`src/rtl/apb_spi_ctrl.sv`:
```
// apb_spi_ctrl: APB-programmable byte sequencer for a downstream SPI master driver.
// Software queues bytes in a TX FIFO; the sequencer hands each one to the driver,
// waits for the driver's busy handshake and stores the received byte in an RX FIFO.
//
// Ports:
//   clk_i, rst_n_i       clock (rising edge), asynchronous active-low reset
//   psel_i .. pslverr_o  APB slave, zero wait states, 4-bit byte address
//   drv_start_o          one-cycle start pulse to the SPI driver
//   drv_data_bo          byte to send, stable for the whole transfer
//   drv_busy_i           driver busy
//   drv_data_bi          byte received by the driver, valid when busy falls
//   irq_o                level interrupt: RX data available or RX overflow
module apb_spi_ctrl #(
    parameter int unsigned FIFO_DEPTH = 4
) (
    input  logic        clk_i,
    input  logic        rst_n_i,
    input  logic        psel_i,
    input  logic        penable_i,
    input  logic        pwrite_i,
    input  logic [3:0]  paddr_bi,
    input  logic [31:0] pwdata_bi,
    output logic [31:0] prdata_bo,
    output logic        pready_o,
    output logic        pslverr_o,
    output logic        drv_start_o,
    output logic [7:0]  drv_data_bo,
    input  logic        drv_busy_i,
    input  logic [7:0]  drv_data_bi,
    output logic        irq_o
);

    localparam int unsigned PTR_W = $clog2(FIFO_DEPTH);
    localparam int unsigned CNT_W = PTR_W + 1;
    localparam logic [CNT_W-1:0] DEPTH_CNT = CNT_W'(FIFO_DEPTH);

    localparam logic [3:0] ADDR_CTRL   = 4'h0;
    localparam logic [3:0] ADDR_STATUS = 4'h4;
    localparam logic [3:0] ADDR_TXDATA = 4'h8;
    localparam logic [3:0] ADDR_RXDATA = 4'hC;

    typedef enum logic [1:0] {
        ST_IDLE,
        ST_START,
        ST_WAIT_BUSY,
        ST_WAIT_DONE
    } state_t;

    state_t r_state;
    state_t w_state_nxt;

    logic             r_en;
    logic             r_irq_en;
    logic             r_rx_ovf;
    logic             r_irq;
    logic             r_drv_start;
    logic [7:0]       r_drv_data;

    logic [7:0]       r_tx_mem [FIFO_DEPTH];
    logic [PTR_W-1:0] r_tx_wr_ptr;
    logic [PTR_W-1:0] r_tx_rd_ptr;
    logic [CNT_W-1:0] r_tx_cnt;

    logic [7:0]       r_rx_mem [FIFO_DEPTH];
    logic [PTR_W-1:0] r_rx_wr_ptr;
    logic [PTR_W-1:0] r_rx_rd_ptr;
    logic [CNT_W-1:0] r_rx_cnt;

    logic        w_access;
    logic        w_wr;
    logic        w_rd;
    logic        w_sel_ctrl;
    logic        w_sel_status;
    logic        w_sel_tx;
    logic        w_sel_rx;
    logic        w_mapped;
    logic        w_err;
    logic        w_tx_full;
    logic        w_tx_empty;
    logic        w_rx_full;
    logic        w_rx_empty;
    logic        w_busy;
    logic        w_tx_push;
    logic        w_tx_pop;
    logic        w_rx_push;
    logic        w_rx_pop;
    logic        w_capture;
    logic        w_ovf_set;
    logic        w_ovf_clr;
    logic        w_ctrl_wr;
    logic [31:0] w_status;
    logic [31:0] w_rdata;
    logic        w_unused;

    // APB decode
    assign w_access     = psel_i & penable_i;
    assign w_wr         = w_access & pwrite_i;
    assign w_rd         = w_access & ~pwrite_i;
    assign w_sel_ctrl   = (paddr_bi == ADDR_CTRL);
    assign w_sel_status = (paddr_bi == ADDR_STATUS);
    assign w_sel_tx     = (paddr_bi == ADDR_TXDATA);
    assign w_sel_rx     = (paddr_bi == ADDR_RXDATA);
    assign w_mapped     = w_sel_ctrl | w_sel_status | w_sel_tx | w_sel_rx;

    // FIFO flags always come from pre-edge counts
    assign w_tx_full  = (r_tx_cnt == DEPTH_CNT);
    assign w_tx_empty = (r_tx_cnt == '0);
    assign w_rx_full  = (r_rx_cnt == DEPTH_CNT);
    assign w_rx_empty = (r_rx_cnt == '0);
    assign w_busy     = (r_state != ST_IDLE);

    // Error: illegal direction, unmapped address, or FIFO cannot accept/supply
    assign w_err = w_access & (~w_mapped
                             | (w_wr & w_sel_tx & w_tx_full)
                             | (w_rd & w_sel_rx & w_rx_empty)
                             | (w_wr & w_sel_rx)
                             | (w_rd & w_sel_tx));

    assign w_tx_push = w_wr & w_sel_tx & ~w_tx_full;
    assign w_rx_pop  = w_rd & w_sel_rx & ~w_rx_empty;
    assign w_ctrl_wr = w_wr & w_sel_ctrl;
    assign w_ovf_clr = w_wr & w_sel_status & pwdata_bi[5];

    // A same-cycle RXDATA pop frees a slot for the capture
    assign w_rx_push = w_capture & (~w_rx_full | w_rx_pop);
    assign w_ovf_set = w_capture & w_rx_full & ~w_rx_pop;

    assign w_status = {26'd0, r_rx_ovf, w_busy, w_rx_empty, w_rx_full, w_tx_empty, w_tx_full};

    // Read mux; zero outside successful read accesses
    always_comb begin
        w_rdata = 32'd0;
        if (w_rd && !w_err) begin
            case (paddr_bi)
                ADDR_CTRL:   w_rdata = {30'd0, r_irq_en, r_en};
                ADDR_STATUS: w_rdata = w_status;
                ADDR_RXDATA: w_rdata = {24'd0, r_rx_mem[r_rx_rd_ptr]};
                default:     w_rdata = 32'd0;
            endcase
        end
    end

    assign prdata_bo = w_rdata;
    assign pslverr_o = w_err;
    assign pready_o  = 1'b1;

    // Sequencer next-state
    always_comb begin
        w_state_nxt = r_state;
        w_tx_pop    = 1'b0;
        w_capture   = 1'b0;
        case (r_state)
            ST_IDLE: begin
                if (r_en && !w_tx_empty && !drv_busy_i) begin
                    w_state_nxt = ST_START;
                    w_tx_pop    = 1'b1;
                end
            end
            ST_START: begin
                w_state_nxt = ST_WAIT_BUSY;
            end
            ST_WAIT_BUSY: begin
                if (drv_busy_i) begin
                    w_state_nxt = ST_WAIT_DONE;
                end
            end
            ST_WAIT_DONE: begin
                if (!drv_busy_i) begin
                    w_capture   = 1'b1;
                    w_state_nxt = ST_IDLE;
                end
            end
            default: begin
                w_state_nxt = ST_IDLE;
            end
        endcase
    end

    // Sequencer state and driver outputs
    always_ff @(posedge clk_i or negedge rst_n_i) begin
        if (!rst_n_i) begin
            r_state     <= ST_IDLE;
            r_drv_start <= 1'b0;
            r_drv_data  <= 8'd0;
        end else begin
            r_state     <= w_state_nxt;
            r_drv_start <= (w_state_nxt == ST_START);
            if (w_tx_pop) begin
                r_drv_data <= r_tx_mem[r_tx_rd_ptr];
            end
        end
    end

    // Control, overflow flag and interrupt
    always_ff @(posedge clk_i or negedge rst_n_i) begin
        if (!rst_n_i) begin
            r_en     <= 1'b0;
            r_irq_en <= 1'b0;
            r_rx_ovf <= 1'b0;
            r_irq    <= 1'b0;
        end else begin
            if (w_ctrl_wr) begin
                r_en     <= pwdata_bi[0];
                r_irq_en <= pwdata_bi[1];
            end
            // A new overflow wins over a same-cycle clear
            if (w_ovf_set) begin
                r_rx_ovf <= 1'b1;
            end else if (w_ovf_clr) begin
                r_rx_ovf <= 1'b0;
            end
            r_irq <= r_irq_en & (~w_rx_empty | r_rx_ovf);
        end
    end

    // TX FIFO pointers and count
    always_ff @(posedge clk_i or negedge rst_n_i) begin
        if (!rst_n_i) begin
            r_tx_wr_ptr <= '0;
            r_tx_rd_ptr <= '0;
            r_tx_cnt    <= '0;
        end else begin
            if (w_tx_push) begin
                r_tx_wr_ptr <= r_tx_wr_ptr + PTR_W'(1);
            end
            if (w_tx_pop) begin
                r_tx_rd_ptr <= r_tx_rd_ptr + PTR_W'(1);
            end
            case ({w_tx_push, w_tx_pop})
                2'b10:   r_tx_cnt <= r_tx_cnt + CNT_W'(1);
                2'b01:   r_tx_cnt <= r_tx_cnt - CNT_W'(1);
                default: r_tx_cnt <= r_tx_cnt;
            endcase
        end
    end

    // RX FIFO pointers and count
    always_ff @(posedge clk_i or negedge rst_n_i) begin
        if (!rst_n_i) begin
            r_rx_wr_ptr <= '0;
            r_rx_rd_ptr <= '0;
            r_rx_cnt    <= '0;
        end else begin
            if (w_rx_push) begin
                r_rx_wr_ptr <= r_rx_wr_ptr + PTR_W'(1);
            end
            if (w_rx_pop) begin
                r_rx_rd_ptr <= r_rx_rd_ptr + PTR_W'(1);
            end
            case ({w_rx_push, w_rx_pop})
                2'b10:   r_rx_cnt <= r_rx_cnt + CNT_W'(1);
                2'b01:   r_rx_cnt <= r_rx_cnt - CNT_W'(1);
                default: r_rx_cnt <= r_rx_cnt;
            endcase
        end
    end

    // FIFO storage; contents are don't-care while the count says empty
    always_ff @(posedge clk_i) begin
        if (w_tx_push) begin
            r_tx_mem[r_tx_wr_ptr] <= pwdata_bi[7:0];
        end
        if (w_rx_push) begin
            r_rx_mem[r_rx_wr_ptr] <= drv_data_bi;
        end
    end

    assign drv_start_o = r_drv_start;
    assign drv_data_bo = r_drv_data;
    assign irq_o       = r_irq;

    // Upper write-data bits have no register behind them
    assign w_unused = ^pwdata_bi[31:8];

endmodule

```
`config.mk`:
```
export PLATFORM = sky130hd
export DESIGN_NAME = apb_spi_ctrl
export DESIGN_NICKNAME = d
export VERILOG_FILES = /design/src/rtl/apb_spi_ctrl.sv
export SDC_FILE = /design/constraint.sdc
export NUM_CORES = 1
export LEC_CHECK = 0
export CAP_MARGIN = 20
export CORE_MARGIN = 5
export CORE_UTILIZATION = 51
export CTS_CLUSTER_DIAMETER = 50
export DETAILED_ROUTE_END_ITERATION = 10
export PLACE_DENSITY_LB_ADDON = 0.08
export SYNTH_ARGS = -nofsm -noshare
export SYNTH_HDL_FRONTEND = slang
export SYNTH_SLANG_ARGS = --single-unit
```
`constraint.sdc`:
```
create_clock -name clk_i -period 2.45 [get_ports clk_i]
set_clock_uncertainty 0.1 [all_clocks]
set_input_delay 0.49 -clock clk_i [delete_from_list [all_inputs] [get_ports clk_i]]
set_output_delay 0.49 -clock clk_i [all_outputs]
set_load 0.1 [all_outputs]
```
Word level (Yosys, flattened, before mapping)
Memories as Yosys holds them, arrays and structs flattened. A register that Yosys moved wholly into a read port is not among the register bits.
Index checks and enable logic that the tools add are counted.
{ "word_totals": {"inputBits": 50, "mem_count": 2, "mem_bits_rw": 64, "out_inout_bits": 44, "register_bits": 21} }
{ "op_classes": {"reduce_logical": 15, "mux": 18, "n_bitwise": 34, "n_eq_ne": 13, "add_sub_neg": 8} }
{ "mem_list": {"columns": ["memory", "depth", "width", "read_ports", "rd_clocked_by_memory_dff", "wr", "line_no", "text"], "rows": [
  ["r_rx_mem", 4, 8, 1, 0, 1, "64", "logic [7:0] r_rx_mem [FIFO_DEPTH];"],
  ["r_tx_mem", 4, 8, 1, 1, 1, "59", "logic [7:0] r_tx_mem [FIFO_DEPTH];"]
]} }
{ "ops": {"columns": ["cell", "n"], "rows": [
  ["32-bit two-way mux", 1],
  ["8-bit case mux with 3 select lines", 1],
  ["1-bit AND", 19],
  ["3-bit case mux with 2 select lines", 2],
  ["1-bit two-way mux", 10],
  ["1-bit bitwise OR", 9],
  ["2-bit by 1-bit adder with 2-bit output, second input constant", 4],
  ["2-bit by 1-bit equality test with 1-bit output, second input constant", 4],
  ["2-bit equality test, second input constant", 4],
  ["4-bit equality test, second input constant", 2],
  ["2-bit case mux with 4 select lines", 1],
  ["2-bit nonzero test", 4],
  ["3-bit by 1-bit adder with 3-bit output, second input constant", 2],
  ["3-bit equality test, second input constant", 2],
  ["3-bit zero test", 2],
  ["2-bit two-way mux", 3],
  ["1-bit inverter", 6],
  ["3-bit by 1-bit subtractor with 3-bit output, second input constant", 2],
  ["4-bit by 3-bit equality test with 1-bit output, second input constant", 1],
  ["1-bit zero test", 4],
  ["4-bit zero test", 1],
  ["1-bit logical AND", 3],
  ["2-bit zero test", 1]
]} }

Logic depth before layout (Yosys ltp)
Gate-level depths: netlist of the first run.
{ "logic_depth": {"word_depth": 13, "ltp_mapped": 11, "mapped_depth_nobuf": 10} }

Worst setup path after synthesis of the first run
No wires, ideal clock.
{ "synth_path": {"kind": "in2out", "from": "input port paddr_bi[3]", "to": "output port pslverr_o", "slack_ns": -1.388, "t_arrival_ns": 3.248, "required_ns": 1.860, "n_path_buf": 2, "cell_stages": 4, "cell_sequence": "buf_6 -> clkbuf_1 -> nand3_1 -> o31ai_1"} }
{ "synth_between": {"elab_chain_len": 10, "elab_cells_between_ends": 19, "cone_classes": "eq/ne (3); bitwise (15); reduce/logical (1)"} }
{ "synth_lines": {"columns": ["element", "line_no", "text"], "rows": [
  ["start, declared", "21", "input logic [3:0] paddr_bi,"],
  ["4-bit by 3-bit equality test with 1-bit output / 4-bit zero test (equally long branches)", "100, 99", null],
  ["1-bit bitwise OR (3 in a row)", "103", "assign w_mapped = w_sel_ctrl | w_sel_status | w_sel_tx | w_sel_rx;"],
  ["1-bit inverter", "113", "assign w_err = w_access & (~w_mapped"],
  ["1-bit bitwise OR", "114", "| (w_wr & w_sel_tx & w_tx_full)"],
  ["1-bit bitwise OR", "115", "| (w_rd & w_sel_rx & w_rx_empty)"],
  ["1-bit bitwise OR", "116", "| (w_wr & w_sel_rx)"],
  ["1-bit bitwise OR (*)", "117", "| (w_rd & w_sel_tx));"],
  ["1-bit AND (*)", "113", null],
  ["end, declared", "25", "output logic pslverr_o,"]
]} }
Mark *: on every way between the ends. The rest lies on a longest branch, timed or not.

Final worst setup path of the first run
{ "layout_path": {"from": "register r_rx_rd_ptr[0]", "to": "output port prdata_bo[5]"} }
{ "layout_between": {"elab_chain_len": 3} }
{ "layout_lines": {"columns": ["element", "line_no", "text"], "rows": [
  ["start, declared", "66", "logic [PTR_W-1:0] r_rx_rd_ptr;"],
  ["start signal, assigned", "248", "r_rx_rd_ptr <= r_rx_rd_ptr + PTR_W'(1);"],
  ["memory 4 x 8 bit", null, null],
  ["8-bit case mux with 3 select lines", "134", "case (paddr_bi)"],
  ["32-bit two-way mux", "133", "if (w_rd && !w_err) begin"],
  ["end, declared", "23", "output logic [31:0] prdata_bo,"]
]} }
Every way passes these cells.

==> out/results.ini, run 1 <==
[die]
floorplan.die.width_um=102
ios=94
dieArea_mm2=0.0104
floorplan.die.height_um=102
core_region_area_mm2=0.00822
std_cell_rows=33
initial_utilization_pct=52.5

[yosys]
synth_simple_gate_area_share_pct=7.66
synth_area_leader_cell=sky130_fd_sc_hd__edfxtp_1
synth.cell_area_mm2=0.00431
synth_top_family_by_area=multiplexers
synth_cell_type_count=52
number_of_flip_flops_and_latches_in_the_synthesized_netlist=93
synth_enable_flop_cells=64
muxShareOfSynthArea_pct=12.6
synthTopCellsByArea=sky130_fd_sc_hd__edfxtp_1 45%, sky130_fd_sc_hd__dfrtp_1 17%, sky130_fd_sc_hd__mux4_2 4.7%
async_flop_share_pct=31.2
dominantRegCellSynth=sky130_fd_sc_hd__edfxtp_1
synth_xor_xnor_area_share_pct=2.23
register_area_share_after_synthesis_pct=61.4
syn_area_per_cell_um2=15.3
ys.warnings.count=0
synth_top_cell_area_share_pct=44.5
synthesis.instances=282
post_synth_fa_ha_maj_area_fraction_pct=3.54
synth_compound_area_share_pct=4.87

[routing]
detailedRoute.firstIterationViolations=74
viasPerCell=5.10
finalWirelength_um=7900
routed_wire_length_per_instance_um=16.5
drtAntennaViolNets=0
route.vias.total=2441
post-route-drc-count=0
drt_first_pass_iters=6

[critical_path]
cp.required_ns=1.86
critical-path-max-stage-delay_ns=0.48
crit_path_start_kind=register
setup.worst_path.start=r_rx_rd_ptr[0]
worst_setup_path_end_kind=primary output
critical_path.most_common_cell=sky130_fd_sc_hd__buf_6
worst_r2r_startpoint=r_state[1]
critical_path.max_fanout=8
arrival_ns=1.99
path_cells=buf_4 > buf_6 > buf_6 > mux4_2 > nand3_2 > a21oi_4 > buf_12
critical_path.slowest_cell=sky130_fd_sc_hd__dfrtp_2
criticalPathCategory=register to primary output

[grt]
grt_pass1_vias=2513
initial_antenna_violation_count=0
grt_start_max_net_pins=30
first_pass_grt_wire_length_um=12700
grt_util_all_layers_pct=16.4
grt.overflow.total=0

[timing]
worst_margin_slew_ns=0.611
timing_hold_violations_final=0
final.period_utilization_pct=105
final.setup.worst_slack_ns=-0.131
hold_ws_ns=0.416
unrepaired_setup_endpoints_after_global_routing=true
setup_total_negative_slack_ns=-0.570
max-slew-margin-rel_pct=59.3
final_count_of_pins_violating_max_slew=0
finalCriticalPeriod_ns=2.58
finalSetupViolCount=7
fmax_mhz=387

[min_path]
min_from=drv_data_bo[3]
worst_hold_path_type=register to register

[final_layout]
postLayoutCoreUtil_pct=67.0
fillCellCount=604
layout.cells.most_common=sky130_fd_sc_hd__edfxtp_1
layout-drive-gt1-share_pct=34.2
final_design_area_no_fill_mm2=0.00550
n_antenna_cell=0
flow.area_growth_from_synthesis_pct=27.5
final_nets=430
mostFrequentLayoutCells=64 x sky130_fd_sc_hd__edfxtp_1, 43 x sky130_fd_sc_hd__buf_4, 28 x sky130_fd_sc_hd__dfrtp_1

[run_status]
status=complete, but fails checks
failed_checks=negative setup slack

[clock_tree]
path_clk_slew_ns=0.10
ctsLongestPathBuffers=2
clkLatencyLatePin_ns=0.35
cts.sinks=93
cts_tree=built
cts-buffers-inserted=9
cts_max_level=3
root_buffer=sky130_fd_sc_hd__clkbuf_8

[place]
io_buffer_count=44
place_hpwl_um=5470
dpl-instance-area_mm2=0.00520
place_ws_ns=-0.290
globalplace.congestion=0.767

[pwr]
p_comb_share_pct=34.5
power.density_cell_area_mw_per_mm2=822
vdd_drop_max_uv=457
power.share.clock_pct=20.3
p_leak_nw=2.16
cell_internal_pwr_w=0.00289
power_switching_w=0.00163
sequential_power_share_pct=45.2
power.share.switching_pct=36.1

[run]
drv_cap=0

[power by group through the flow]
stage | logic, W | registers, W | clock network, W
2_1_floorplan | 0.000907 | 0.00223 | 0
3_3_place_gp | 0.00139 | 0.00208 | 0
3_5_place_dp | 0.00141 | 0.00209 | 0
4_1_cts | 0.00151 | 0.00205 | 0.000950
5_1_grt | 0.00168 | 0.00207 | 0.00103
6_report | 0.00156 | 0.00204 | 0.000916
[cell families after synthesis]
kind of cell / count (synthesis)
buffers and inverters: 52
and+or+nand+nor: 56
adders and majority gates: 11
DFF: 93
AOI/OAI and AO/OA: 27
muxes: 30
xor gates and xnor gates: 11
other: 2
[timing repair]
item	in CTS	in global routing
cloned	0	0
hold buffers	0	0
setup endpoints to repair	9	9
pin swaps	6	6
setup buffers	4	5
gates resized for setup	23	7
[final timing paths]
| check | to | slack, ns | depth (start not counted) |
|---|---|---|---|
| max in group asynchronous | r_rx_rd_ptr[0] | 1.50 | 2 |
| min | drv_data_bo[3] | 0.42 | 1 |
| max | prdata_bo[5] | -0.13 | 7 |
| min reg2reg | drv_data_bo[3] | 0.42 | 1 |
| max reg2reg | r_tx_cnt[2] | 0.35 | 9 |
| min in group asynchronous | drv_data_bo[6] | 0.43 | 2 |
[per-stage QoR]
step | power [W] | instances
after floorplan | 0.00314 | 305
after global placement | 0.00347 | 455
after detailed placement | 0.00350 | 455
after CTS | 0.00451 | 475
after global routing | 0.00478 | 479
final | 0.00452 | 479
[routing by layer]
metal	GRT usage, %	part of all wire [%]	up-vias
met1	22.1	45	1200
li1	-	-	1171
met3	3.82	5.5	9
met4	5.15	1.2	0
met5	0	0	-
met2	26.6	49	61
[worst max-delay path: cells and delay by family, from the launching register on]
family | cells | cell delay, ns
mux | 1 | 0.34
flops | 1 | 0.48
simple gates | 1 | 0.09
buf+inv | 4 | 0.56
compound gates | 1 | 0.16
[synthesized netlist by cell type, types with 3 or more instances]
cell	n
sky130_fd_sc_hd__dfrtp_1	29
sky130_fd_sc_hd__mux4_1	7
sky130_fd_sc_hd__and2_1	10
sky130_fd_sc_hd__buf_4	25
sky130_fd_sc_hd__mux2_2	12
sky130_fd_sc_hd__nor2_1	11
sky130_fd_sc_hd__xnor2_1	9
sky130_fd_sc_hd__nand3_1	6
sky130_fd_sc_hd__nand2_1	12
sky130_fd_sc_hd__buf_6	4
sky130_fd_sc_hd__o21ai_0	5
sky130_fd_sc_hd__ha_1	9
sky130_fd_sc_hd__mux4_2	9
sky130_fd_sc_hd__edfxtp_1	64
sky130_fd_sc_hd__buf_2	3
sky130_fd_sc_hd__nor3_1	3
sky130_fd_sc_hd__o31ai_1	3
sky130_fd_sc_hd__inv_1	15
sky130_fd_sc_hd__a21oi_1	3
[area by class of cell]
class / instances / area (um2) / share of cell area (%)
timing repair buffer: 89 / 925 / 16.8
sequential: 93 / 2650 / 48.1
inverter: 16 / 62.6 / 1.14
clock inverter: 5 / 42.5 / 0.773
clock buffer: 11 / 131 / 2.39
multi-input combinational: 160 / 1560 / 28.4
tap: 105 / 131 / 2.39
[flip-flops by register name, summed over array words and instances, names as in the netlist]
register	flops
r_state	2
r_tx_mem	32
r_rx_rd_ptr	2
irq_o	1
r_irq_en	1
r_rx_mem	32
drv_data_bo	8
r_rx_wr_ptr	2
r_tx_rd_ptr	2
r_tx_cnt	3
r_en	1
r_rx_ovf	1
drv_start_o	1
r_rx_cnt	3
r_tx_wr_ptr	2
Note: power is estimated with default switching activity, not from simulation.
==> run 2: changes to the inputs <==
CORE_UTILIZATION = 50   (was 51)
==> run 2 against run 1 <==
  * The flow still finishes with violations (negative setup slack)
  * Highest routed layer unchanged
  * Largest power group unchanged
  * Critical path depth fell by 2
  * Via count down 1.4%
  * Sequential power is essentially flat
  * Clock power down 0.7%
  * Maximum frequency is 2.3% higher
  * Critical endpoint is now prdata_bo[0]
  * Core utilization decreased by 0.89 points
==> out/results.ini, run 2 (synthesized netlist as in run 1, its figures left out) <==
[timing]
max-slew-margin-rel_pct=59.7  ; +0.40 points
final.setup.worst_slack_ns=-0.0740  ; +0.0571 ns
timing_hold_violations_final=0  ; unchanged
unrepaired_setup_endpoints_after_global_routing=true
finalSetupViolCount=6  ; -1
worst_margin_slew_ns=0.605  ; -0.00593 ns
fmax_mhz=396  ; +2.3%
hold_ws_ns=0.415  ; -0.00156 ns
final_count_of_pins_violating_max_slew=0  ; unchanged
final.period_utilization_pct=103  ; -2.3 points
finalCriticalPeriod_ns=2.52  ; -0.0571 ns

[place]
total_instance_count_after_detailed_placement=452  ; -0.66%
place_hpwl_um=5390  ; -1.4%
globalplace.congestion=0.742  ; -3.3%
io_buffer_count=44  ; unchanged

[critical_path]
criticalPathCategory=register to primary output
arrival_ns=1.93  ; -0.06 ns
timing.reg2reg.setup_slack_ns=0.30  ; -0.05 ns
cp.required_ns=1.86  ; about the same
worst_setup_path_end_kind=primary output
worst_r2r_startpoint=r_tx_cnt[0]
worstPathBufferInverterCount=1  ; -3
critical-path-max-stage-delay_ns=0.52  ; +0.04 ns
crit_family=multiplexers
path_cells=mux4_2 > a22o_1 > a22oi_2 > a2111oi_4 > buf_12
critical_path.max_fanout=4  ; -4
critical_path.slowest_cell=sky130_fd_sc_hd__mux4_2
crit_path_start_kind=register
r2r.worst_path.cells=10  ; +1
timing.rr.end=r_tx_cnt[2]

[clock_tree]
cts-buffers-inserted=9  ; unchanged
ctsHoldBuffers=0  ; unchanged
root_buffer=sky130_fd_sc_hd__clkbuf_8
cts.sinks=93  ; unchanged
clkLatencyLatePin_ns=0.35  ; about the same
path_clk_slew_ns=0.09  ; about the same
ctsLongestPathBuffers=2  ; unchanged
cts_max_level=3  ; unchanged
cts_tree=built

[routing]
viasPerCell=5.10  ; +0.11%
routed_wire_length_per_instance_um=16.1  ; -2.2%
drt_first_pass_iters=4  ; -2
route.vias.total=2408  ; -1.4%
detailedRoute.firstIterationViolations=57  ; -23%
post-route-drc-count=0  ; unchanged
finalWirelength_um=7620  ; -3.6%
drtAntennaViolNets=0  ; unchanged

[final_layout]
final_nets=423  ; -1.6%
multi_input_area_mm2=0.00156  ; +0.24%
fillCellCount=616  ; +2.0%
register_area_mm2=0.00265  ; about the same
flow.area_growth_from_synthesis_pct=27.1
layout-drive-gt1-share_pct=33.2  ; -0.98 points
mostFrequentLayoutCells=64 x sky130_fd_sc_hd__edfxtp_1, 36 x sky130_fd_sc_hd__buf_4, 27 x sky130_fd_sc_hd__dfrtp_1
layout.cells.most_common=sky130_fd_sc_hd__edfxtp_1
n_antenna_cell=0  ; unchanged
final_cell_count_without_fillers=472  ; -1.5%

[grt]
initial_antenna_violation_count=0  ; unchanged
grt_start_max_net_pins=30  ; unchanged
first_pass_grt_wire_length_um=12200  ; -4.0%
grt_pass1_vias=2454  ; -2.3%
grt_util_all_layers_pct=15.5  ; -0.93 points
grt.overflow.total=0  ; unchanged

[die]
core_region_area_mm2=0.00830  ; +1.0%
std_cell_rows=33  ; unchanged
initial_utilization_pct=52.0  ; -0.52 points
floorplan.die.height_um=103  ; +0.90%
floorplan.die.width_um=103  ; +0.90%
dieArea_mm2=0.0106  ; +1.8%
ios=94  ; unchanged

[pwr]
cell_internal_pwr_w=0.00287  ; -0.67%
p_leak_nw=2.13  ; -1.3%
power.share.clock_pct=20.4  ; about the same
power.density_cell_area_mw_per_mm2=812  ; -1.2%
p_comb_share_pct=33.7  ; -0.8 points
vdd_drop_max_uv=426  ; -6.6%
power.share.switching_pct=35.5  ; -0.56 points
total_power_w=0.00445  ; -1.5%
sequential_power_share_pct=45.9  ; +0.7 points
power_switching_w=0.00158  ; -3.1%

[run_status]
failed_checks=negative setup slack
status=complete, but fails checks

[run]
drv_cap=0  ; unchanged

[min_path]
worst_hold_path_type=register to register
hold_depth=1  ; unchanged
min_from=drv_data_bo[7]
terminating_pin_of_the_worst_hold_path=drv_data_bo[7]

-- run 2: cell types whose count changed in the layout (fill, tap and decap cells not counted), sizes merged --
cell	change
buf	-7
clkbuf	+1
clkinv	+1
clkinvlp	-1
inv	-1
-- run 2: cell type report --
class,instances,area share (%)
repair buffers,82,16.4
inverters,16,1.14
clock buffers,12,2.65
multi-input cells,160,28.5
flip-flops and latches,93,48.3
well taps,105,2.40
clock inverters,4,0.571
-- run 2: through the flow --
stage                     utilization, %  TNS, ns  area, um2  worst slack (ns)
after floorplan                        -   -0.290       4490            -0.207
after global placement              62.8    -4.73       5220            -0.281
after detailed placement            62.8    -6.11       5220            -0.309
after CTS                           65.8   -0.499       5460            -0.102
after global routing                66.1   -0.885       5480            -0.171
final                               66.1   -0.183       5480           -0.0740
-- run 2: timing repair --
| action | 4_1_cts | 5_1_grt |
|---|---|---|
| pin swaps | 6 | 3 |
| gates resized for setup | 20 | 6 |
| buffers inserted | 2 | 2 |
| endpoints found under the setup margin | 9 | 9 |
-- run 2: how the worst max path moves through the flow --
| stage | start | to | slack, ns | cells after the start |
|---|---|---|---|---|
| 5_1_grt | r_rx_rd_ptr[0] | prdata_bo[0] | -0.17 | 5 |
| 6_report | r_rx_rd_ptr[0] | prdata_bo[0] | -0.07 | 5 |
| 3_5_place_dp | paddr_bi[0] | prdata_bo[1] | -0.31 | 6 |
| 3_3_place_gp | paddr_bi[0] | prdata_bo[1] | -0.28 | 6 |
| 2_1_floorplan | r_rx_rd_ptr[0] | prdata_bo[0] | -0.21 | 5 |
| 4_1_cts | r_rx_rd_ptr[0] | prdata_bo[6] | -0.10 | 4 |
-- run 2: power groups by stage --
stage	Sequential, W	Clock (W)	Combinational, W
2_1_floorplan	0.00223	0	0.000907
3_3_place_gp	0.00208	0	0.00139
3_5_place_dp	0.00208	0	0.00140
4_1_cts	0.00205	0.000948	0.00147
5_1_grt	0.00207	0.00101	0.00162
6_report	0.00204	0.000910	0.00150
-- run 2: worst reg2reg max path, delay by kind of cell (launching register included) --
kind	cells	cell delay, ns
compound gates	1	0.10
xor+xnor	2	0.31
fa+ha+maj	2	0.54
buf+inv	3	0.24
flops	1	0.44
simple gates	2	0.34
-- run 2: layer usage --
layer,up-vias,global-route usage [%],share of wire (%)
li1,1150,-,-
met1,1187,20.9,44
met2,61,24.7,50
met3,10,3.25,5.6
met4,0,6.08,1.3
met5,-,0,0
==> run 3: changes to the inputs <==
CTS_BUF_LIST = sky130_fd_sc_hd__clkbuf_4 sky130_fd_sc_hd__clkbuf_8   (was unset)
==> run 3 against run 2 <==
  * The run still ends with negative setup slack left
  * Clock power increased by 2.6%
  * Sequential share of layout area is 0.066 points lower
  * Maximum frequency barely moved
  * Die area stayed put
  * Design area up 0.14%
  * Core utilization is 0.091 points higher
  * First-iteration DRC count up 1.8%
  * Critical path depth unchanged
  * Global-route usage hardly changed
  * Flip-flop and latch count did not move
  * Count of clock-buffer cells in the layout did not move
  * Register-to-register slack about the same
  * Critical path type unchanged
==> out/results.ini, run 3 (synthesized netlist as in run 1, its figures left out) <==
[grt]
initial_antenna_violation_count=0  ; unchanged
first_pass_grt_wire_length_um=12300  ; +0.17%
grt.overflow.total=0  ; unchanged
grt_start_max_net_pins=30  ; unchanged
grt_pass1_vias=2453  ; -0.041%
grt_util_all_layers_pct=15.5  ; about the same

[die]
dieArea_mm2=0.0106  ; unchanged
core_region_area_mm2=0.00830  ; unchanged
std_cell_rows=33  ; unchanged
floorplan.die.width_um=103  ; unchanged
floorplan.die.height_um=103  ; unchanged
ios=94  ; unchanged
initial_utilization_pct=52.0  ; unchanged

[routing]
drtAntennaViolNets=0  ; unchanged
routed_wire_length_per_instance_um=16.2  ; +0.25%
post-route-drc-count=0  ; unchanged
route.vias.total=2400  ; -0.33%
detailedRoute.firstIterationViolations=58  ; +1.8%
drt_first_pass_iters=4  ; unchanged
viasPerCell=5.08  ; -0.33%
finalWirelength_um=7640  ; +0.25%

[clock_tree]
cts-buffers-inserted=9  ; unchanged
cts_max_level=3  ; unchanged
ctsHoldBuffers=0  ; unchanged
path_clk_slew_ns=0.09  ; about the same
cts_tree=built
clkLatencyLatePin_ns=0.35  ; about the same
cts.sinks=93  ; unchanged
ctsLongestPathBuffers=2  ; unchanged
root_buffer=sky130_fd_sc_hd__clkbuf_8

[pwr]
power.density_cell_area_mw_per_mm2=815  ; +0.38%
vdd_drop_max_uv=426  ; about the same
p_comb_share_pct=33.5  ; -0.2 points
power.share.clock_pct=20.9  ; +0.5 points
power.share.switching_pct=35.4  ; -0.16 points
cell_internal_pwr_w=0.00289  ; +0.78%
sequential_power_share_pct=45.6  ; -0.3 points
p_leak_nw=2.14  ; +0.32%
total_power_w=0.00448  ; +0.52%
power_switching_w=0.00158  ; about the same

[timing]
unrepaired_setup_endpoints_after_global_routing=true
final.period_utilization_pct=103  ; about the same
timing_hold_violations_final=0  ; unchanged
finalCriticalPeriod_ns=2.52  ; -0.000695 ns
fmax_mhz=396  ; about the same
finalSetupViolCount=6  ; unchanged
worst_margin_slew_ns=0.587  ; -0.0182 ns
setup_total_negative_slack_ns=-0.179  ; +0.00395 ns
final_count_of_pins_violating_max_slew=0  ; unchanged
max-slew-margin-rel_pct=60.9  ; +1.2 points
final.setup.worst_slack_ns=-0.0733  ; +0.000695 ns

[final_layout]
postLayoutCoreUtil_pct=66.2  ; +0.091 points
final_nets=423  ; unchanged
final_cell_count_without_fillers=472  ; unchanged
layout.cells.most_common=sky130_fd_sc_hd__edfxtp_1
mostFrequentLayoutCells=64 x sky130_fd_sc_hd__edfxtp_1, 36 x sky130_fd_sc_hd__buf_4, 27 x sky130_fd_sc_hd__dfrtp_1
final_design_area_no_fill_mm2=0.00549  ; +0.14%
n_antenna_cell=0  ; unchanged
flow.area_growth_from_synthesis_pct=27.3
fillCellCount=614  ; -0.32%
layout-drive-gt1-share_pct=33.8  ; +0.54 points

[place]
io_buffer_count=44  ; unchanged
globalplace.congestion=0.742  ; unchanged
dpl-instance-area_mm2=0.00522  ; unchanged
place_hpwl_um=5390  ; unchanged
total_instance_count_after_detailed_placement=452  ; unchanged

[critical_path]
crit_path_start_kind=register
criticalPathCategory=register to primary output
critical_path.max_fanout=4  ; unchanged
worst_setup_path_end_kind=primary output
cp.required_ns=1.86  ; about the same
arrival_ns=1.93  ; about the same

[run_status]
status=complete, but fails checks
failed_checks=negative setup slack

[run]
drv_cap=0  ; unchanged

[min_path]
worst_hold_path_type=register to register

## run 3: cell counts in the layout (fill, tap and decap cells not counted)
No cell type changed its count.
## run 3: layout make-up
type / instances / area (um2) / area share, %
flip-flops and latches: 93 / 2650 / 48.3
multi-input cells: 160 / 1560 / 28.5
repair buffers: 82 / 898 / 16.4
clock buffers: 12 / 153 / 2.78
well taps: 105 / 131 / 2.39
inverters: 16 / 62.6 / 1.14
clock inverters: 4 / 31.3 / 0.570
## run 3: path summary, 6_finish.rpt
kind / slack [ns] / startpoint / endpoint / depth (start not counted)
setup / recovery: -0.07 / r_rx_rd_ptr[0] / prdata_bo[0] / 5
hold / removal: 0.41 / drv_data_bo[7] / drv_data_bo[7] / 1
setup reg to reg: 0.30 / r_tx_cnt[0] / r_tx_cnt[2] / 10
hold reg to reg: 0.41 / drv_data_bo[7] / drv_data_bo[7] / 1
max in group asynchronous: 1.46 / rst_n_i / r_rx_rd_ptr[0] / 2
min in group asynchronous: 0.44 / rst_n_i / r_tx_wr_ptr[0] / 2
## run 3: routing by layer
layer  vias up  share of wire, %  wire length, um  global-route usage, %
met4         0               1.0               76                   6.08
met1      1184                44             3330                   21.0
met3         7               5.5              422                   3.25
met2        60                50             3800                   24.7
li1       1149                 -                -                      -
met5         -                 0                0                      0
## run 3: power by group through the flow
stage	clock, W	combinational, W	sequential (W)
final	0.000934	0.00150	0.00204
after global routing	0.00103	0.00162	0.00207
after floorplan	0	0.000907	0.00223
after detailed placement	0	0.00140	0.00208
after CTS	0.000971	0.00147	0.00205
after global placement	0	0.00139	0.00208
## run 3: critical path, stage by stage (launching register included)
cell	delay (ns)
sky130_fd_sc_hd__dfrtp_2	0.42
sky130_fd_sc_hd__mux4_2	0.52
sky130_fd_sc_hd__a22o_1	0.20
sky130_fd_sc_hd__a22oi_2	0.21
sky130_fd_sc_hd__a2111oi_4	0.07
sky130_fd_sc_hd__buf_12	0.18
## run 3: timing repair
| item | CTS | global route |
|---|---|---|
| pin swaps | 6 | 3 |
| setup buffers | 2 | 2 |
| gates resized for setup | 20 | 6 |
| endpoints found under the setup margin | 9 | 9 |
## run 3: metrics by stage
step                      hold slack [ns]  setup WS (ns)
after detailed placement            0.401         -0.309
after CTS                           0.422         -0.102
after floorplan                    0.0944         -0.207
after global routing                0.438         -0.171
final                               0.415        -0.0733
after global placement              0.391         -0.281
